## src/rtl/axi_read_vector_multi_if.sv

```systemverilog
// axi_read_vector_multi_if: AXI-Stream bundle (tdata/tvalid/tlast/tready) with master and slave modports
interface axi_read_vector_multi_if #(
  parameter int DW = 32
);
  logic [DW-1:0] tdata;
  logic          tvalid;
  logic          tlast;
  logic          tready;
  modport master (output tdata, tvalid, tlast, input tready);
  modport slave  (input tdata, tvalid, tlast, output tready);
endinterface

```

## src/rtl/axi_read_vector_multi.sv

```systemverilog
// axi_read_vector_multi: AXI-Stream deframer capturing one run-time-length bit vector into a register
// Ports: clk, rst_n (async active-low), start, vec_length, data_in (stream slave),
//        busy, done, err_len, err_short, err_long, vec, and popcount when
//        AXI_READ_VECTOR_MULTI_POPCOUNT_EN is defined.
module axi_read_vector_multi #(
  parameter int MAX_VEC_LENGTH = 256,
  parameter int AXI_DATA_WIDTH = 32,
  parameter bit MSB_FIRST      = 1'b0,
  parameter int LEN_W          = $clog2(MAX_VEC_LENGTH + 1)
) (
  input  logic                      clk,
  input  logic                      rst_n,
  input  logic                      start,
  input  logic [LEN_W-1:0]          vec_length,
  axi_read_vector_multi_if.slave    data_in,
  output logic                      busy,
  output logic                      done,
  output logic                      err_len,
  output logic                      err_short,
  output logic                      err_long,
  output logic [MAX_VEC_LENGTH-1:0] vec
`ifdef AXI_READ_VECTOR_MULTI_POPCOUNT_EN
  ,output logic [LEN_W-1:0]         popcount
`endif
);
  localparam int W   = AXI_DATA_WIDTH;
  localparam int NCH = (MAX_VEC_LENGTH + W - 1) / W;
  localparam int CW  = NCH > 1 ? $clog2(NCH) : 1;
  localparam int NW  = CW + 1;
  typedef enum logic [1:0] {IDLE, READ, DRAIN, DONE} state_t;
  state_t                    state_q, state_d;
  logic [LEN_W-1:0]          len_q, len_d;
  logic [NW-1:0]             n_q, n_d, idx;
  logic [CW-1:0]             k_q, k_d;
  logic [MAX_VEC_LENGTH-1:0] vec_q, vec_d;
  logic                      el_q, el_d, es_q, es_d, eg_q, eg_d;
  logic                      beat, last_k, len_ok;
  logic [W-1:0]              chunk;
`ifdef AXI_READ_VECTOR_MULTI_POPCOUNT_EN
  logic [LEN_W-1:0]          pc_q, pc_d;
  assign popcount = pc_q;
`endif
  assign busy         = state_q == READ || state_q == DRAIN;
  assign done         = state_q == DONE;
  assign data_in.tready = busy;
  assign beat         = data_in.tvalid && busy;
  assign len_ok       = vec_length != '0 && int'(vec_length) <= MAX_VEC_LENGTH;
  assign idx          = MSB_FIRST ? n_q - NW'(1) - {1'b0, k_q} : {1'b0, k_q};
  assign last_k       = {1'b0, k_q} == n_q - NW'(1);
  assign {vec, err_len, err_short, err_long} = {vec_q, el_q, es_q, eg_q};
  // Bits of the current chunk at or beyond the latched length are forced to zero.
  always_comb begin
    chunk = '0;
    for (int j = 0; j < W; j++) chunk[j] = data_in.tdata[j] & (int'(idx) * W + j < int'(len_q));
  end
  always_comb begin
    state_d = state_q;
    len_d   = len_q;
    n_d     = n_q;
    k_d     = k_q;
    vec_d   = vec_q;
    el_d    = el_q;
    es_d    = es_q;
    eg_d    = eg_q;
`ifdef AXI_READ_VECTOR_MULTI_POPCOUNT_EN
    pc_d    = pc_q;
`endif
    case (state_q)
      IDLE: if (start) begin
        len_d   = vec_length;
        n_d     = NW'((int'(vec_length) + W - 1) / W);
        k_d     = '0;
        vec_d   = '0;
        el_d    = !len_ok;
        es_d    = 1'b0;
        eg_d    = 1'b0;
        state_d = len_ok ? READ : DONE;
`ifdef AXI_READ_VECTOR_MULTI_POPCOUNT_EN
        pc_d    = '0;
`endif
      end
      READ: if (beat) begin
        // Loop bound stops a chunk that overhangs the register from writing past its top.
        for (int i = 0; i < MAX_VEC_LENGTH; i++) if (i / W == int'(idx)) vec_d[i] = chunk[i % W];
        k_d = k_q + CW'(1);
`ifdef AXI_READ_VECTOR_MULTI_POPCOUNT_EN
        pc_d = pc_q + LEN_W'($countones(chunk));
`endif
        if (last_k) begin
          eg_d    = !data_in.tlast;
          state_d = data_in.tlast ? DONE : DRAIN;
        end else if (data_in.tlast) begin
          es_d    = 1'b1;
          state_d = DONE;
        end
      end
      DRAIN: state_d = beat && data_in.tlast ? DONE : DRAIN;
      default: state_d = IDLE;
    endcase
  end
  always_ff @(posedge clk or negedge rst_n) begin
    if (!rst_n) begin
      state_q <= IDLE;
      len_q   <= '0;
      n_q     <= '0;
      k_q     <= '0;
      vec_q   <= '0;
      el_q    <= 1'b0;
      es_q    <= 1'b0;
      eg_q    <= 1'b0;
`ifdef AXI_READ_VECTOR_MULTI_POPCOUNT_EN
      pc_q    <= '0;
`endif
    end else begin
      state_q <= state_d;
      len_q   <= len_d;
      n_q     <= n_d;
      k_q     <= k_d;
      vec_q   <= vec_d;
      el_q    <= el_d;
      es_q    <= es_d;
      eg_q    <= eg_d;
`ifdef AXI_READ_VECTOR_MULTI_POPCOUNT_EN
      pc_q    <= pc_d;
`endif
    end
  end
endmodule

```

## src/flat_wrapper.sv

```systemverilog
// flat-port wrapper written by rule: the top's interface ports become plain ports
module axi_read_vector_multi_flat 
#(
  parameter int MAX_VEC_LENGTH = 256,
  parameter int AXI_DATA_WIDTH = 32,
  parameter bit MSB_FIRST      = 1'b0,
  parameter int LEN_W          = $clog2(MAX_VEC_LENGTH + 1)
)
  (clk, rst_n, start, vec_length, busy, done, err_len, err_short, err_long, vec, data_in_tdata, data_in_tvalid, data_in_tlast, data_in_tready);
  axi_read_vector_multi_if #(.DW((32))) data_in_i ();
  input  logic clk;
  input  logic rst_n;
  input  logic start;
  input  logic [LEN_W-1:0] vec_length;
  output logic busy;
  output logic done;
  output logic err_len;
  output logic err_short;
  output logic err_long;
  output logic [MAX_VEC_LENGTH-1:0] vec;
  input wire logic [$bits(data_in_i.tdata)-1:0] data_in_tdata;
  input wire logic [$bits(data_in_i.tvalid)-1:0] data_in_tvalid;
  input wire logic [$bits(data_in_i.tlast)-1:0] data_in_tlast;
  output wire logic [$bits(data_in_i.tready)-1:0] data_in_tready;
  assign data_in_i.tdata = data_in_tdata;
  assign data_in_i.tvalid = data_in_tvalid;
  assign data_in_i.tlast = data_in_tlast;
  assign data_in_tready = data_in_i.tready;
  axi_read_vector_multi #(.MAX_VEC_LENGTH(MAX_VEC_LENGTH), .AXI_DATA_WIDTH(AXI_DATA_WIDTH), .MSB_FIRST(MSB_FIRST), .LEN_W(LEN_W)) u_core (.clk(clk), .rst_n(rst_n), .start(start), .vec_length(vec_length), .data_in(data_in_i), .busy(busy), .done(done), .err_len(err_len), .err_short(err_short), .err_long(err_long), .vec(vec));
endmodule
```

## config.mk

```make
export PLATFORM = sky130hd
export DESIGN_NAME = axi_read_vector_multi_flat
export DESIGN_NICKNAME = d
export VERILOG_FILES = /design/src/rtl/axi_read_vector_multi_if.sv /design/src/rtl/axi_read_vector_multi.sv /design/src/flat_wrapper.sv
export SDC_FILE = /design/constraint.sdc
export NUM_CORES = 1
export LEC_CHECK = 0
export ABC_CLOCK_PERIOD_IN_PS = 5050
export CAP_MARGIN = 20
export CORE_ASPECT_RATIO = 1.5
export CORE_MARGIN = 3
export CORE_UTILIZATION = 41
export CTS_CLUSTER_SIZE = 10
export DETAILED_ROUTE_END_ITERATION = 10
export DONT_BUFFER_PORTS = 1
export HOLD_SLACK_MARGIN = 0.02
export SLEW_MARGIN = 40
export SYNTH_ARGS = -nofsm -noshare
export SYNTH_HDL_FRONTEND = slang
export SYNTH_SLANG_ARGS = --single-unit
```

## constraint.sdc

```tcl
create_clock -name clk -period 5.05 [get_ports clk]
set_input_delay 0.7575 -clock clk [delete_from_list [all_inputs] [get_ports clk]]
set_output_delay 0.7575 -clock clk [all_outputs]
set_load 0.005 [all_outputs]
```

==> metrics list <==
- Violations in the final reports: hold timing
- For this run, the detailed router's first-pass iteration total came to 4.
- Critical-path maximum fanout: 41
- Average wire length per cell after detail routing: around 25 um
- Of the cells placed in the final design, the portion with a size suffix greater than 1 is 0.07887.
* Transition time at the pin with the least slew margin: 0.8346 ns
* Post-CTS setup repair buffer count: 0
- Most frequent cell after synthesis: dfrtp_1
- The startpoint identified for the worst register-to-register timing path is u_core.state_q[1]$_DFFE_PN0P_.
- Across the run, the number of max-cap violations was 0.
- PwrDens: slightly below 700 nW/um^2
- TritonCTS clock tree: yes
- The finished layout holds between 1000 and 1500 standard cells, fillers aside.
- Synthesis Warnings: 0
* Max-slew headroom: 0.4399
* Tightest Hold Check Type: in2async
- Slew Viols, Final: 0
* Type of the worst setup path: reg2reg
* Final Core Density: 0.4610
- Final setup violation count: 0
* Top layer reached by signal wires: met4
- Power share of the combinational group: 0.314
* Maximum clock frequency: about 340 MHz
* Row count: 72
- Worst Setup Slack post-DPL: approximately 1.7 ns
- Number of sinks driven by the clock tree: roughly 280
- After technology mapping, the gate count stands at 1001.
* Vias in the first global route: around 7400
* Post_cts resized: 0
* Share of total power consumed by net switching: 0.4089
- For the worst setup path, the data arrival time is about 3.4 ns.
- Input and output buffers added on the ports amount to 0.
- Fill cells: approximately 2400
- Total number of vias: about 7400
- In the finished design, the share of the clock period the worst path needs comes to 0.5747.
- Count of flip-flops with a built-in enable after synthesis: 0
* Switching Power: 3.303 mW
- Growth of design area from synthesis to finish: 10.47%
* CTS max path bufs: 3
- Post-layout total power: between 8 and 9 mW
- Required @ worst endpoint: about 5.5 ns
* Clock insertion delay at the later pin of the skew report: between 0.5 and 0.6 ns
- H-tree levels: 1
- Dominant cells by area after synthesis: dfrtp_1 64%, o21ai_0 9.8%, nand2_1 7.8%, a22o_1 4.6%, ha_1 1.7%
- CP startpoint kind: flop
- Hold timing on the final database bottoms out at a slack of -0.09647 ns.
* First-pass GRT wire length: 49.05 mm
* Initial DRC count: between 300 and 400
* Die Y-Extent: 204.7 um
* Setup total negative slack: 0 ns
- Unique masters post-synth: between 50 and 60
- The clock arrives with 0.01491 ns of skew.
* Leakage power: between 5 and 6 nW
- Min cycle time layout: 2.902 ns
- During I/O placement, the number of pins put on the boundary was between 300 and 400.
- Die width: 138.5 um
* Worst Setup SP: u_core.state_q[1]$_DFFE_PN0P_
- Sum of net half-perimeters after detailed placement: about 23 mm
- Wire segments on met2 add up to approximately 16 mm in the final route.
* Global placer's final weighted congestion: 0.8107
- Final standard cell area without fillers: between 10000 and 15000 sq um
- Worst vdd rail ir drop: about 340 uV
- Syn Area/Cell: 10.78 sq um
* Cell count after placement: 1287
* Sequential-to-total area share from yosys stat: 0.6424
- Final nets: about 1000
- STA classifies the critical path endpoint as a flop.
* Post-place instance area: 11110 sq um
- In the routed design, unresolved DRC markers number 0.
- Starting density of the core: 0.4173
- RSZ-0062 raised after global routing: false
- Among all flip-flop cells after synthesis, the most frequent one is dfrtp_1.
- Internal power comes to approximately 4.8 mW.
- Aggregate global routing overflow: 0
- Pin count of the biggest net entering global routing: between 200 and 300
- The initial antenna violation count is 1.
- Fraction of registers with async set or reset after synthesis: 1.000
* Avg Vias per Cell: 5.615
- The detailed router put a total of ~13 mm of wire on met1.
- Most frequent cells after synthesis: 277 x dfrtp_1, 224 x nand2_1, 212 x o21ai_0
* Detail Route Antenna Nets: 0
- Buffers inserted during clock tree synthesis total 31.
- Number of nets produced by synthesis: roughly 1100
- Register-to-register path setup slack: approximately 2.1 ns
* Gr usage total: 0.2261
* Area of the core: roughly 26000 sq um
- Clock Root Buffer: clkbuf_16
- Met3 wire len: around 2.7 mm
- Summed over all layers, the routed wires come to around 33 mm.
* Synthesis-stage register bit count: between 200 and 300
- Clock network fraction of total power: 0.236
- Leading area contributor after synthesis: dfrtp_1
* Die outline area: approximately 28000 sq um
- The cell area that synthesis handed to floorplanning was 10790 sq um.
- The worst path meets setup with approximately 2.1 ns of slack.
- Clock-pin slew was measured on the worst setup and hold paths at around 0.06 ns.
- The number of endpoints with negative hold slack in the final report is about 120.
- Of the post-synthesis cell area, the dominant cell type holds 0.6424.
- Status: finished, violations left
- The share of total power dissipated in sequential elements is 0.450.
==> worst paths after layout <==
check,depth (start not counted),end
worst max-delay path,7,u_core.vec[24]$_DFFE_PN0P_
worst min-delay path,0,u_core.vec[144]$_DFFE_PN0P_
worst max register to register,7,u_core.vec[24]$_DFFE_PN0P_
worst min register to register,2,u_core.n_q[2]$_DFFE_PN0P_
max in group asynchronous,0,u_core.err_len$_DFFE_PN0P_
min in group clk,1,u_core.err_short$_DFFE_PN0P_
==> placed cells by master, fill, tap and decap left out, drive strengths merged, types with 2 or more instances in the layout <==
cell / netlist / routed
xor2: 4 / 4
a21boi: 6 / 6
dfrtp: 277 / 277
o211ai: 7 / 7
a21o: 13 / 13
o31ai: 2 / 2
or2: 8 / 8
a21oi: 7 / 7
o22ai: 2 / 2
inv: 13 / 14
a211o: 2 / 2
ha: 15 / 15
buf: 26 / 18
nand3: 17 / 17
o21ai: 216 / 216
o311ai: 2 / 2
o21a: 4 / 4
nor3: 2 / 2
or4: 3 / 3
xnor2: 3 / 3
nor2: 13 / 13
or3: 4 / 4
a22o: 57 / 57
a31oi: 2 / 2
nand2: 224 / 224
clkbuf: 39 / 34
and2: 2 / 2
nand2b: 8 / 8
mux2: 10 / 10
==> cell families (layout without fill, tap and decap cells) <==
logic type      Yosys count  after routing  synth area share
buf+inv                  79             67           0.02945
compound gates          325            325            0.1838
simple gates            288            288            0.1109
xor+xnor                  7              7          0.005682
fa+ha+maj                15             15           0.01739
flops                   277            277            0.6424
other cells               0              1                 0
mux                      10             10           0.01044
==> routing by layer <==
layer / track usage / vias to the layer above
li1: - / 3407
met1: 0.2708 / 3671
met2: 0.3856 / 284
met3: 0.06749 / 66
met4: 0.08581 / 0
met5: 0 / -
==> flip-flops by register name (all words and copies together), names as in the netlist <==
name and flops:
u_core.state_q 2, u_core.err_len 1, u_core.err_long 1, u_core.err_short 1
u_core.k_q 3, u_core.n_q 4, u_core.vec 256, u_core.len_q 9
==> critical path, cell delays in order, from the launching register on <==
cell	delay, ns
dfrtp_1	0.40
inv_1	0.10
ha_2	0.51
clkinv_1	0.36
a21oi_1	0.19
or2_2	0.65
nor2_1	0.27
a22o_1	0.26
==> power by group through the flow <==
| stage | Sequential [mW] | Combinational (mW) | Clock [mW] |
|---|---|---|---|
| 6_report | 3.64 | 2.54 | 1.90 |
| 5_1_grt | 3.71 | 2.86 | 2.04 |
| 4_1_cts | 3.65 | 2.57 | 1.95 |
| 3_5_place_dp | 3.68 | 2.58 | 0 |
| 3_3_place_gp | 3.67 | 2.47 | 0 |
| 2_1_floorplan | 3.35 | 1.92 | 0 |
==> final cells by class <==
type / instances / area, sq um / area share
Clock buffer: 34 / 787.0 / 0.06602
Clock inverter: 1 / 20.02 / 0.001679
Antenna cell: 1 / 2.502 / 0.0002099
Inverter: 14 / 52.55 / 0.004409
Multi-Input combinational cell: 645 / 3585 / 0.3007
Timing Repair Buffer: 18 / 125.1 / 0.01050
Sequential cell: 277 / 6932 / 0.5815
Tap cell: 333 / 416.7 / 0.03495
Power figures use the tool's default switching activity.
==> variant, RTL diff (same flow settings) <==
`MSB_FIRST` is set to 1'b0 in 2 places; all go to 1'b1.
--- a/src/rtl/axi_read_vector_multi.sv
+++ b/src/rtl/axi_read_vector_multi.sv
@@ -5,7 +5,7 @@
 module axi_read_vector_multi #(
   parameter int MAX_VEC_LENGTH = 256,
   parameter int AXI_DATA_WIDTH = 32,
-  parameter bit MSB_FIRST      = 1'b0,
+  parameter bit MSB_FIRST      = 1'b1,
   parameter int LEN_W          = $clog2(MAX_VEC_LENGTH + 1)
 ) (
   input  logic                      clk,
--- a/src/flat_wrapper.sv
+++ b/src/flat_wrapper.sv
@@ -3,7 +3,7 @@
 #(
   parameter int MAX_VEC_LENGTH = 256,
   parameter int AXI_DATA_WIDTH = 32,
-  parameter bit MSB_FIRST      = 1'b0,
+  parameter bit MSB_FIRST      = 1'b1,
   parameter int LEN_W          = $clog2(MAX_VEC_LENGTH + 1)
 )
   (clk, rst_n, start, vec_length, busy, done, err_len, err_short, err_long, vec, data_in_tdata, data_in_tvalid, data_in_tlast, data_in_tready);
Check against the original RTL: not settled (the Yosys comparison gave no result); the edit may change what the design does.
==> variant against the original RTL <==
  * The run still ends with negative hold slack left
  * Worst setup slack worse by 1.5 ns
  * Sequential cell count unchanged
  * Sequential power down 13%
  * Sequential share of layout area down 2.2 points
  * Global-route usage up 2.2 points
  * Power up 10%
  * Wire length up 15%
  * Synthesized area up 3.5%
  * Cell area up 3.9%
  * Critical endpoint is now u_core.vec[66]
  * Largest cell class unchanged
==> variant: results <==
export IMPL_run_status="finished with violations"
export IMPL_violations="negative hold slack"
export IMPL_crit_type="flop to flop"
export IMPL_worstReg2RegStart="u_core.n_q[0]"
export IMPL_ys_seq_area_share_pct=62.07
export IMPL_holdWs_ns=-0.1154
export IMPL_grt_pass1_vias=7721
export IMPL_cp_endpoint="u_core.vec[66]"
export IMPL_p_leak_uw=0.005882
export IMPL_drt_iter0_drc=658
export IMPL_grt_pass1_wl_um=55070
export IMPL_max_clock_path_buffers=3
export IMPL_synthArstFlopShare_pct=100.0
export IMPL_vdd_ir_drop_max_mv=0.5700
export IMPL_synthTopCellsByCount="277 x dfrtp_1, 216 x a22o_1, 40 x o2bb2ai_1"
export IMPL_final_nets=917
export IMPL_post_cts_repair_setup_buffers=0
export IMPL_worstPathArrival_ns=4.87
export IMPL_vias_per_cell=6.529
export IMPL_h_tree_depth=1
export IMPL_cp_max_fo=13
export IMPL_r2r_cells=13
export IMPL_routed_wl_um=37770
export IMPL_worstSkewPairLatency_ns=0.57
export IMPL_drt_pre_antenna_iters=5
export IMPL_synth_nets=926
export IMPL_place_gp_congestion=0.9075
export IMPL_grt_total_usage_pct=24.84
export IMPL_post_cts_resized=0
export IMPL_yosys_warnings=0
export IMPL_synth_cell_types=52
export IMPL_worst_pin_slew_ns=0.7743
export IMPL_drive_gt1_share_pct=10.72
export IMPL_largest_register_ffs=256
export IMPL_antenna_found_initial=12
export IMPL_max_freq_mhz=226.5
export IMPL_place_ws_ns=0.7551
export IMPL_finalHoldViolCount=200
export IMPL_fill_cells=2354
export IMPL_port_buffers=0
export IMPL_grt_max_degree=278
export IMPL_synthTopCellsByArea="dfrtp_1 62%, a22o_1 17%, o2bb2ai_1 3.1%"
export IMPL_fin_skew_ns=0.01077
export IMPL_r2r_setup_slack_ns=0.63
export IMPL_clk_pin_slew_ns=0.06
export IMPL_numCtsBuffers=31
export IMPL_cts_root_buf="clkbuf_16"
export IMPL_place_area_um2=11560
export IMPL_hold_path_class="input pin to async pin"
export IMPL_dp_hpwl_um=25570
[variant: worst min-delay path by stage]
stage | startpoint | endpoint | slack [ns] | cells past startpoint
after detailed placement | rst_n | u_core.vec[119] | 0.47 | 0
after global routing | rst_n | u_core.vec[119] | -0.14 | 0
after CTS | rst_n | u_core.vec[119] | -0.14 | 0
final | rst_n | u_core.vec[119] | -0.12 | 0
after global placement | rst_n | u_core.vec[151] | 0.47 | 0
after floorplan | rst_n | u_core.err_len | 0.46 | 0
[variant: per-layer routing]
metal	up-vias	GRT usage [%]	part of all wire, %
met5	-	0	0.18
met4	10	9.963	4.7
met3	109	8.186	9.7
met2	428	41.52	49
met1	4028	29.50	36
li1	3273	-	-
[variant: critical path: stages, from the launching register on]
cell	delay, ns
dfrtp_1	0.46
inv_1	0.07
ha_1	0.21
xor2_1	0.14
ha_1	0.40
a21oi_1	0.14
a211oi_2	0.51
nor2_1	0.11
ha_1	0.51
nand4_1	0.31
nor2_1	0.68
nand2_1	0.15
o211a_1	0.35
a22o_1	0.25
[variant: stage by stage]
step | std cells | util, % | total power (µW)
4_1_cts | 1195 | 46.38 | 8947
6_report | 1202 | 46.46 | 8914
3_5_place_dp | 1160 | 43.35 | 6991
3_3_place_gp | 1160 | 43.31 | 6911
2_1_floorplan | 865 | - | 5649
5_1_grt | 1200 | 46.44 | 9394
[variant: cells by family (layout without fill, tap and decap cells)]
logic type	after synthesis	after routing	synth area share, %
compound gates	340	340	25.05
xor+xnor	8	8	0.6274
fa+ha+maj	15	15	1.748
buf+inv	87	80	3.574
flops	277	277	62.07
mux	12	12	1.199
other cells	0	7	0
simple gates	126	126	5.736
[variant: area by class of cell]
| cell class | count | area (µm²) | share of cell area, % |
|---|---|---|---|
| Antenna cell | 7 | 17.52 | 0.1414 |
| Clock buffer | 34 | 787.0 | 6.352 |
| Clock inverter | 1 | 20.02 | 0.1616 |
| Inverter | 18 | 67.56 | 0.5453 |
| Multi-Input combinational cell | 501 | 3943 | 31.82 |
| Sequential cell | 277 | 6932 | 55.94 |
| Tap cell | 337 | 421.7 | 3.403 |
| Timing Repair Buffer | 27 | 202.7 | 1.636 |
[variant: power by group]
part / total (µW) / internal (µW) / switching, µW
Combinational: 3820 / 1230 / 2590
Sequential: 3170 / 2680 / 489
Clock: 1930 / 1080 / 843
